===== src/rtl/mc_pkg.sv =====
// Shared types and constants for the multi-cycle MIPS sequencer.
package mc_pkg;

    localparam int unsigned MC_STATE_W = 3;

    typedef enum logic [MC_STATE_W-1:0] {
        ST_IDLE   = 3'd0,
        ST_FETCH  = 3'd1,
        ST_DECODE = 3'd2,
        ST_EXEC   = 3'd3,
        ST_MEM    = 3'd4,
        ST_WB     = 3'd5,
        ST_ERR    = 3'd7
    } mc_state_e;

    // Counter must be able to hold MAX_WAIT itself.
    function automatic int unsigned mc_wait_w(input int unsigned max_wait);
        return $clog2(max_wait + 1);
    endfunction

endpackage


===== src/rtl/mc_wait_timer.sv =====
// Memory-request wait counter, shared by the FETCH and MEM handshakes.
module mc_wait_timer
    import mc_pkg::*;
#(
    parameter int unsigned MAX_WAIT = 255
) (
    input  logic clk,
    input  logic reset,
    input  logic clear,
    input  logic count,
    output logic timeout
);

    localparam int unsigned W = mc_wait_w(MAX_WAIT);
    localparam logic [W-1:0] LIMIT = W'(MAX_WAIT);

    logic [W-1:0] cnt_q;

    always_ff @(posedge clk or posedge reset) begin
        if (reset) begin
            cnt_q <= '0;
        end else if (clear) begin
            cnt_q <= '0;
        end else if (count) begin
            cnt_q <= cnt_q + 1'b1;
        end
    end

    // Only fires while still waiting, so an ack on the limit cycle wins.
    assign timeout = count && (cnt_q == LIMIT);

endmodule


===== src/rtl/mc_ctrl.sv =====
// Multi-cycle instruction sequencer: phase FSM, memory handshakes, strobe gating, retire count.
module mc_ctrl
    import mc_pkg::*;
#(
    parameter int unsigned MAX_WAIT = 255
) (
    input  logic                  clk,
    input  logic                  reset,
    input  logic                  run,
    input  logic                  dec_gp_we,
    input  logic                  dec_dm_we,
    input  logic                  dec_load,
    input  logic                  im_ack,
    input  logic                  dm_ack,
    output logic                  im_req,
    output logic                  ir_we,
    output logic                  dm_req,
    output logic                  dm_we,
    output logic                  gp_we,
    output logic                  pc_we,
    output logic [MC_STATE_W-1:0] state,
    output logic                  err,
    output logic [31:0]           instret
);

    mc_state_e   state_q, state_d;
    logic [31:0] instret_q;
    logic        retire;
    logic        wait_cnt;
    logic        timeout;

    assign wait_cnt = ((state_q == ST_FETCH) && !im_ack) ||
                      ((state_q == ST_MEM)   && !dm_ack);

    mc_wait_timer #(.MAX_WAIT(MAX_WAIT)) u_wait (
        .clk     (clk),
        .reset   (reset),
        .clear   (!wait_cnt),
        .count   (wait_cnt),
        .timeout (timeout)
    );

    always_comb begin
        state_d = state_q;
        retire  = 1'b0;
        unique case (state_q)
            ST_IDLE:   if (run) state_d = ST_FETCH;
            ST_FETCH: begin
                if (im_ack)       state_d = ST_DECODE;
                else if (timeout) state_d = ST_ERR;
            end
            ST_DECODE: state_d = ST_EXEC;
            ST_EXEC:   state_d = (dec_load || dec_dm_we) ? ST_MEM : ST_WB;
            ST_MEM: begin
                if (dm_ack) begin
                    if (dec_dm_we) retire  = 1'b1;
                    else           state_d = ST_WB;
                end else if (timeout) begin
                    state_d = ST_ERR;
                end
            end
            ST_WB:     retire = 1'b1;
            ST_ERR:    state_d = ST_ERR;
            default:   state_d = ST_IDLE;
        endcase
        if (retire) state_d = run ? ST_FETCH : ST_IDLE;
    end

    always_ff @(posedge clk or posedge reset) begin
        if (reset) begin
            state_q   <= ST_IDLE;
            instret_q <= '0;
        end else begin
            state_q <= state_d;
            if (retire) instret_q <= instret_q + 32'd1;
        end
    end

    // Requests follow state; write strobes also need the live ack/decoder inputs.
    always_comb begin
        im_req = (state_q == ST_FETCH);
        ir_we  = (state_q == ST_FETCH) && im_ack;
        dm_req = (state_q == ST_MEM);
        dm_we  = (state_q == ST_MEM) && dec_dm_we;
        gp_we  = (state_q == ST_WB) && dec_gp_we;
        pc_we  = (state_q == ST_WB) || ((state_q == ST_MEM) && dm_ack && dec_dm_we);
    end

    assign state   = state_q;
    assign err     = (state_q == ST_ERR);
    assign instret = instret_q;

endmodule


===== config.mk =====
export PLATFORM = sky130hd
export DESIGN_NAME = mc_ctrl
export DESIGN_NICKNAME = d
export VERILOG_FILES = /design/src/rtl/mc_pkg.sv /design/src/rtl/mc_wait_timer.sv /design/src/rtl/mc_ctrl.sv
export SDC_FILE = /design/constraint.sdc
export NUM_CORES = 1
export LEC_CHECK = 0
export BUFFER_PORTS_ARGS = -buffer_cell sky130_fd_sc_hd__clkbuf_2
export CORE_MARGIN = 3
export CORE_UTILIZATION = 55
export CTS_BUF_LIST = sky130_fd_sc_hd__clkbuf_4
export DETAILED_ROUTE_END_ITERATION = 6
export PLACE_DENSITY = 0.82
export SLEW_MARGIN = 40
export SYNTH_ARGS = -nofsm -noshare
export SYNTH_HDL_FRONTEND = slang
export SYNTH_SLANG_ARGS = --single-unit

===== constraint.sdc =====
create_clock -name clk -period 2.2 [get_ports clk]
set_clock_uncertainty 0.15 [all_clocks]
set_input_delay 0.11 -clock clk [delete_from_list [all_inputs] [get_ports clk]]
set_output_delay 0.11 -clock clk [all_outputs]
set_load 0.1 [all_outputs]

After elaboration in Yosys (flattened, before gate mapping)
Cells that the tools add are included.
Word-level totals
  register bits after elaboration: 43
  input bits: 8
  word-level logic and storage cells: 43
Operators by class
  add/sub/neg operators: 2
  equality and inequality tests: 10
  mux-type cells: 13
  reduce and logical (&&, ||, !) cells: 15
Operators by type and width (count)
  32-bit by 1-bit adder with 32-bit output, second input constant: 1
  3-bit one-hot mux with 7 select lines: 1
  3-bit 2-to-1 mux: 6
  3-bit == test, second input constant: 3
  8-bit by 1-bit adder with 8-bit output, second input constant: 1
  8-bit == test, second input constant: 1
  1-bit logical AND: 8
  8-bit 2-to-1 mux: 1
  3-bit by 2-bit == test with 1-bit output, second input constant: 2
  1-bit 2-to-1 mux: 4
  4-bit by 3-bit != test with 1-bit output, second input constant: 1
  3-bit by 1-bit == test with 1-bit output, second input constant: 1
  3-bit zero test: 1
  1-bit logical OR: 3
  3-bit != test, second input constant: 1
  3-bit AND reduction: 1
  1-bit zero test: 2
  2-bit != test, second input constant: 1
  1-bit one-hot mux with 2 select lines: 1

Longest topological paths before layout
  word-level depth: 8
  depth in mapped cells: 7

Hierarchy
From an unflattened synthesis, not the netlist that was laid out.
Unflattened totals
  cell total of the unflattened synthesis: 213
  area total of the unflattened synthesis: 2175.8 µm²
Modules (own cells, without submodules)
  mc_ctrl: times used 1, cells each 172, area an instance 1756.7 µm²
  mc_wait_timer: times used 1, cells each 41, area an instance 419.2 µm²

Worst setup path before layout
No wires, ideal clock.
  kind: reg2out
  start point: register state_q[0], in the netlist state[0]
  end point: output port ir_we
  arrival: 4.557 ns
  slack: -2.617 ns
  cell stages (with the launch flop): 4
  buffers on the path: 1
  path through: dfrtp_1 > clkbuf_1 > nor3b_1 > and2_1
On the way
  word-level cells in the longest chain between the ends: 2
RTL lines
  from (decl): line mc_ctrl.sv:26  | mc_state_e state_q, state_d;
  from (signal assigned): line mc_ctrl.sv:74  | state_q <= state_d;
  3-bit by 1-bit == test with 1-bit output
  via im_req: line mc_ctrl.sv:15  | output logic im_req,
  1-bit logical AND: line mc_ctrl.sv:82  | ir_we = (state_q == ST_FETCH) && im_ack;
  to (decl): line mc_ctrl.sv:16  | output logic ir_we,
The timed path passes the listed nets, and every way through them passes these cells.

Worst setup path after layout
  start point: register state_q[0], in the netlist state[0]
  end point: register state_q[0], in the netlist state[0]
On the way
  word-level cells in the longest chain between the ends: 8
  elaborated cells between the ends (all ways): 21
  classes of those cells: eq/ne (9); mux (6); reduce/logical (6)
RTL lines
  3-bit by 1-bit == test with 1-bit output or 3-bit == test (tied branches): line mc_ctrl.sv:32, mc_ctrl.sv:46, mc_ctrl.sv:33
  1-bit logical AND (on tied branches): line mc_ctrl.sv:32, mc_ctrl.sv:33
  1-bit logical OR: line mc_ctrl.sv:32  | assign wait_cnt = ((state_q == ST_FETCH) && !im_ack) ||
  1-bit logical AND: line mc_wait_timer.sv:30  | assign timeout = count && (cnt_q == LIMIT);
  3-bit 2-to-1 mux
  3-bit 2-to-1 mux (on tied branches)
  3-bit one-hot mux with 7 select lines: line mc_ctrl.sv:46  | unique case (state_q)
  3-bit 2-to-1 mux: line mc_ctrl.sv:66  | if (retire) state_d = run ? ST_FETCH : ST_IDLE;
Parallel ways exist; a longest one is shown, timed or not.
A chain may end at the register's enable or synchronous reset.

==> out/metrics.csv <==
stage,metric,value,unit
sta,final worst path period need,2.121,ns
final_layout,Diodes inserted,0,
final_layout,most frequent cells in the layout,"46 x clkbuf_2, 26 x xnor2_1, 17 x nand2_1, 17 x dfrtp_1, 15 x nor2_1",
floorplan,I/O pin count,50,
grt,global-route wire length before repair,6.637,mm
sta,Finish-stage setup viols,0,
critical_path,Worst Setup Start Kind,flip-flop,
floorplan,area of the core,0.003442,sq mm
floorplan,die width,66.56,um
cts,CTS buffer count,5,
floorplan,Die Y,66.56,um
final_layout,area grow syn2layout,25.56,%
placed_design,port bufs,49,
route,DR pass1 iterations,4,
cts,CTS tree,built,
route,initial DRC count,135,
floorplan,Row Count,21,
final_layout,share of layout cells above drive strength 1,40.56,%
final_layout,Final #Nets,258,
route,post-route ant nets,0,
critical_path,critical path's slowest cell,dfrtp_4,
critical_path,CP Capture Type,flip-flop,
cts,H-Tree Level Count,2,
cts,TritonCTS Sinks,43,
critical_path,highest net fanout along the worst path,11,
outcome,status,"complete, no violations",
synth,Cell variety after synth,31,
critical_path,critical path data arrival time,2.20,ns
grt,largest net degree at the start of global routing,44,
route,# DRC,0,
final_layout,Layout fillers,252,
synth,Syn. warnings,0,
cts,Root Buffer,clkbuf_4,
placed_design,HPWL Detailed,2.977,mm
grt,GRT overflow,0,
grt,vias in the first global route,1438,
route,DRT Wirelength,3.974,mm
synth,syn avg cell area,10.84,sq um
floorplan,die area,0.004430,sq mm
sta,f_max,0.4716,GHz
final_layout,"most common cell after layout, fill and taps aside",clkbuf_2,
critical_path,crit path kind,flip-flop to flip-flop,
synth,Post-Syn Area,0.002017,sq mm
route,detailed-route wire length per cell,13.47,um
floorplan,starting density of the core,58.60,%
grt,GRT Util Overall,19.55,%
job,Max Cap Viol,0,
sta,RSZ-0062 raised after global routing,no,
placed_design,Place WS,0.1604,ns
route,DR vias,1547,
route,Via density,5.244,
min_path,Hold WC Path Type,input pin to flip-flop,
placed_design,Placed Area,0.002442,sq mm
sta,setup slack after layout,0.07936,ns
cts,Clock Tree Buf Depth,2,
sta,Slew HR,63.66,%
sta,Worst-Margin Slew,0.5474,ns
synth,Seq cells post-synth,43,
critical_path,Worst EP required,2.28,ns
sta,Fin. Hold Viols,0,
sta,max-slew violation count,0,
sta,Tcrit/Tclk final,96.39,%
synth,"Seq/Total Area, Yosys",53.35,%
power_and_ir_drop,worst vdd ir,1.313,mV
final_layout,Final Cell Area,0.002532,sq mm
critical_path,crit-path cells,a21o_1 -> nand2_2 -> clkinvlp_4 -> a31oi_1 -> o21ai_1 -> dlygate4sd3_1,
critical_path,cell family with most CP delay,buffers and inverters,
final_layout,Multi-input gate area,949.7,sq um
final_layout,register area,0.001139,sq mm
synth,syn nets,196,
placed_design,Final GP Congestion,0.7853,
critical_path,CP peak stage delay,0.56,ns
critical_path,Worst Path Buf+Inv,2,
synth,synthesized instance count,186,
power_and_ir_drop,Leak Pwr,1.202,nW
cts,Skew-Pair Late Insertion Delay,0.34,ns
power_and_ir_drop,Final Total Pwr,2.543,mW
cts,Worst-path clk slew,0.12,ns
grt,initial antenna violation count,0,
power_and_ir_drop,PD cells,1004,mW/mm^2
## registers in the layout, summed over array words and instances, names as in the netlist
| register | cells |
|---|---|
| instret | 32 |
| state | 3 |
| u_wait.cnt_q | 8 |
## cells by family (layout without fill, tap and decap cells)
logic type | Yosys count | after routing | synth area share (%)
simple gates | 89 | 89 | 24.63
flops | 43 | 43 | 53.35
xor+xnor | 37 | 37 | 16.07
compound gates | 9 | 9 | 3.226
buf+inv | 6 | 69 | 1.488
fa+ha+maj | 2 | 2 | 1.240
## what timing repair did
item,CTS,global route
setup endpoints to repair,0,3
hold buffers,3,0
resized for setup,0,2
endpoints found under the hold margin,44,0
buffers inserted,0,1
## layer usage
metal	global-route usage, %	vias to the layer above	part of all wire, %
li1	-	757	-
met1	27.73	744	47
met2	29.95	42	47
met3	3.710	4	4.8
met4	6.599	0	1.1
met5	0	-	0
## worst register-to-register path, stage by stage, from the launching register on
cell           delay (ns)
dfrtp_4              0.56
a21o_1               0.22
nand2_2              0.15
clkinvlp_4           0.16
a31oi_1              0.16
o21ai_1              0.07
dlygate4sd3_1        0.55
## area by class of cell
class / instances / share of cell area (%)
Tap cell: 46 / 2.273
Clock inverter: 3 / 0.5929
Inverter: 4 / 0.7411
Timing Repair Buffer: 57 / 12.45
Sequential cell: 43 / 44.96
Clock buffer: 5 / 1.482
Multi-Input combinational cell: 137 / 37.50
## final timing paths
| kind | from | end | slack [ns] | cells past startpoint |
|---|---|---|---|---|
| worst max-delay path | state[0] | state[0] | 0.08 | 6 |
| worst min-delay path | im_ack | state[2] | 0.06 | 4 |
| worst max register to register | state[0] | state[0] | 0.08 | 6 |
| worst min register to register | instret[18] | instret[18] | 0.33 | 1 |
| max in group asynchronous | reset | instret[11] | 1.22 | 4 |
| min in group asynchronous | reset | u_wait.cnt_q[0] | 0.27 | 4 |
## Yosys cell counts
cell      number  area (sq um)
clkbuf_1       1         3.750
nand2b_1       1         6.260
and3_1         7         43.79
nor2_2         1         6.260
inv_1          4         15.01
nor4_4         2         42.54
a31oi_1        1         6.260
o21ai_0        1         5.000
nand2_1       20         75.07
and4_1         4         35.03
ha_1           2         25.02
a22oi_2        1         12.51
and2_1         4         25.02
o211ai_1       1         7.510
nor3b_1        1         7.510
a21oi_1        2         10.01
buf_6          1         11.26
or3_1          4         25.02
xor2_1        11         96.34
a22o_1         1         8.760
nand3_1       14         70.07
dfrtp_1       43          1076
nand3_2        1         10.01
nor4_1         1         6.260
nor2b_1        4         25.02
nor3_1         1         5.000
nand4_1        8         50.05
xnor2_1       26         227.7
nand3b_1       1         7.510
nor2_1        15         56.30
a21o_1         2         15.01
## report_power, final
| part | leakage, nW | internal, mW | total [mW] | switching, mW |
|---|---|---|---|---|
| Combinational | 0.629 | 0.258 | 1.16 | 0.898 |
| Clock | 0.0263 | 0.118 | 0.360 | 0.243 |
| Sequential | 0.547 | 0.894 | 1.03 | 0.133 |
| Total | 1.20 | 1.27 | 2.54 | 1.27 |
## through the flow
step	utilization [%]	std cells	hold WS (ns)	setup TNS [ns]
global route	73.57	295	0.06962	0
floorplan	-	186	0.1270	-2.075
CTS	73.36	294	0.04492	0
detailed placement	70.96	283	0.1035	0
finish	73.57	295	0.06309	0
global placement	70.96	283	0.09832	0
Power figures use the tool's default switching activity.
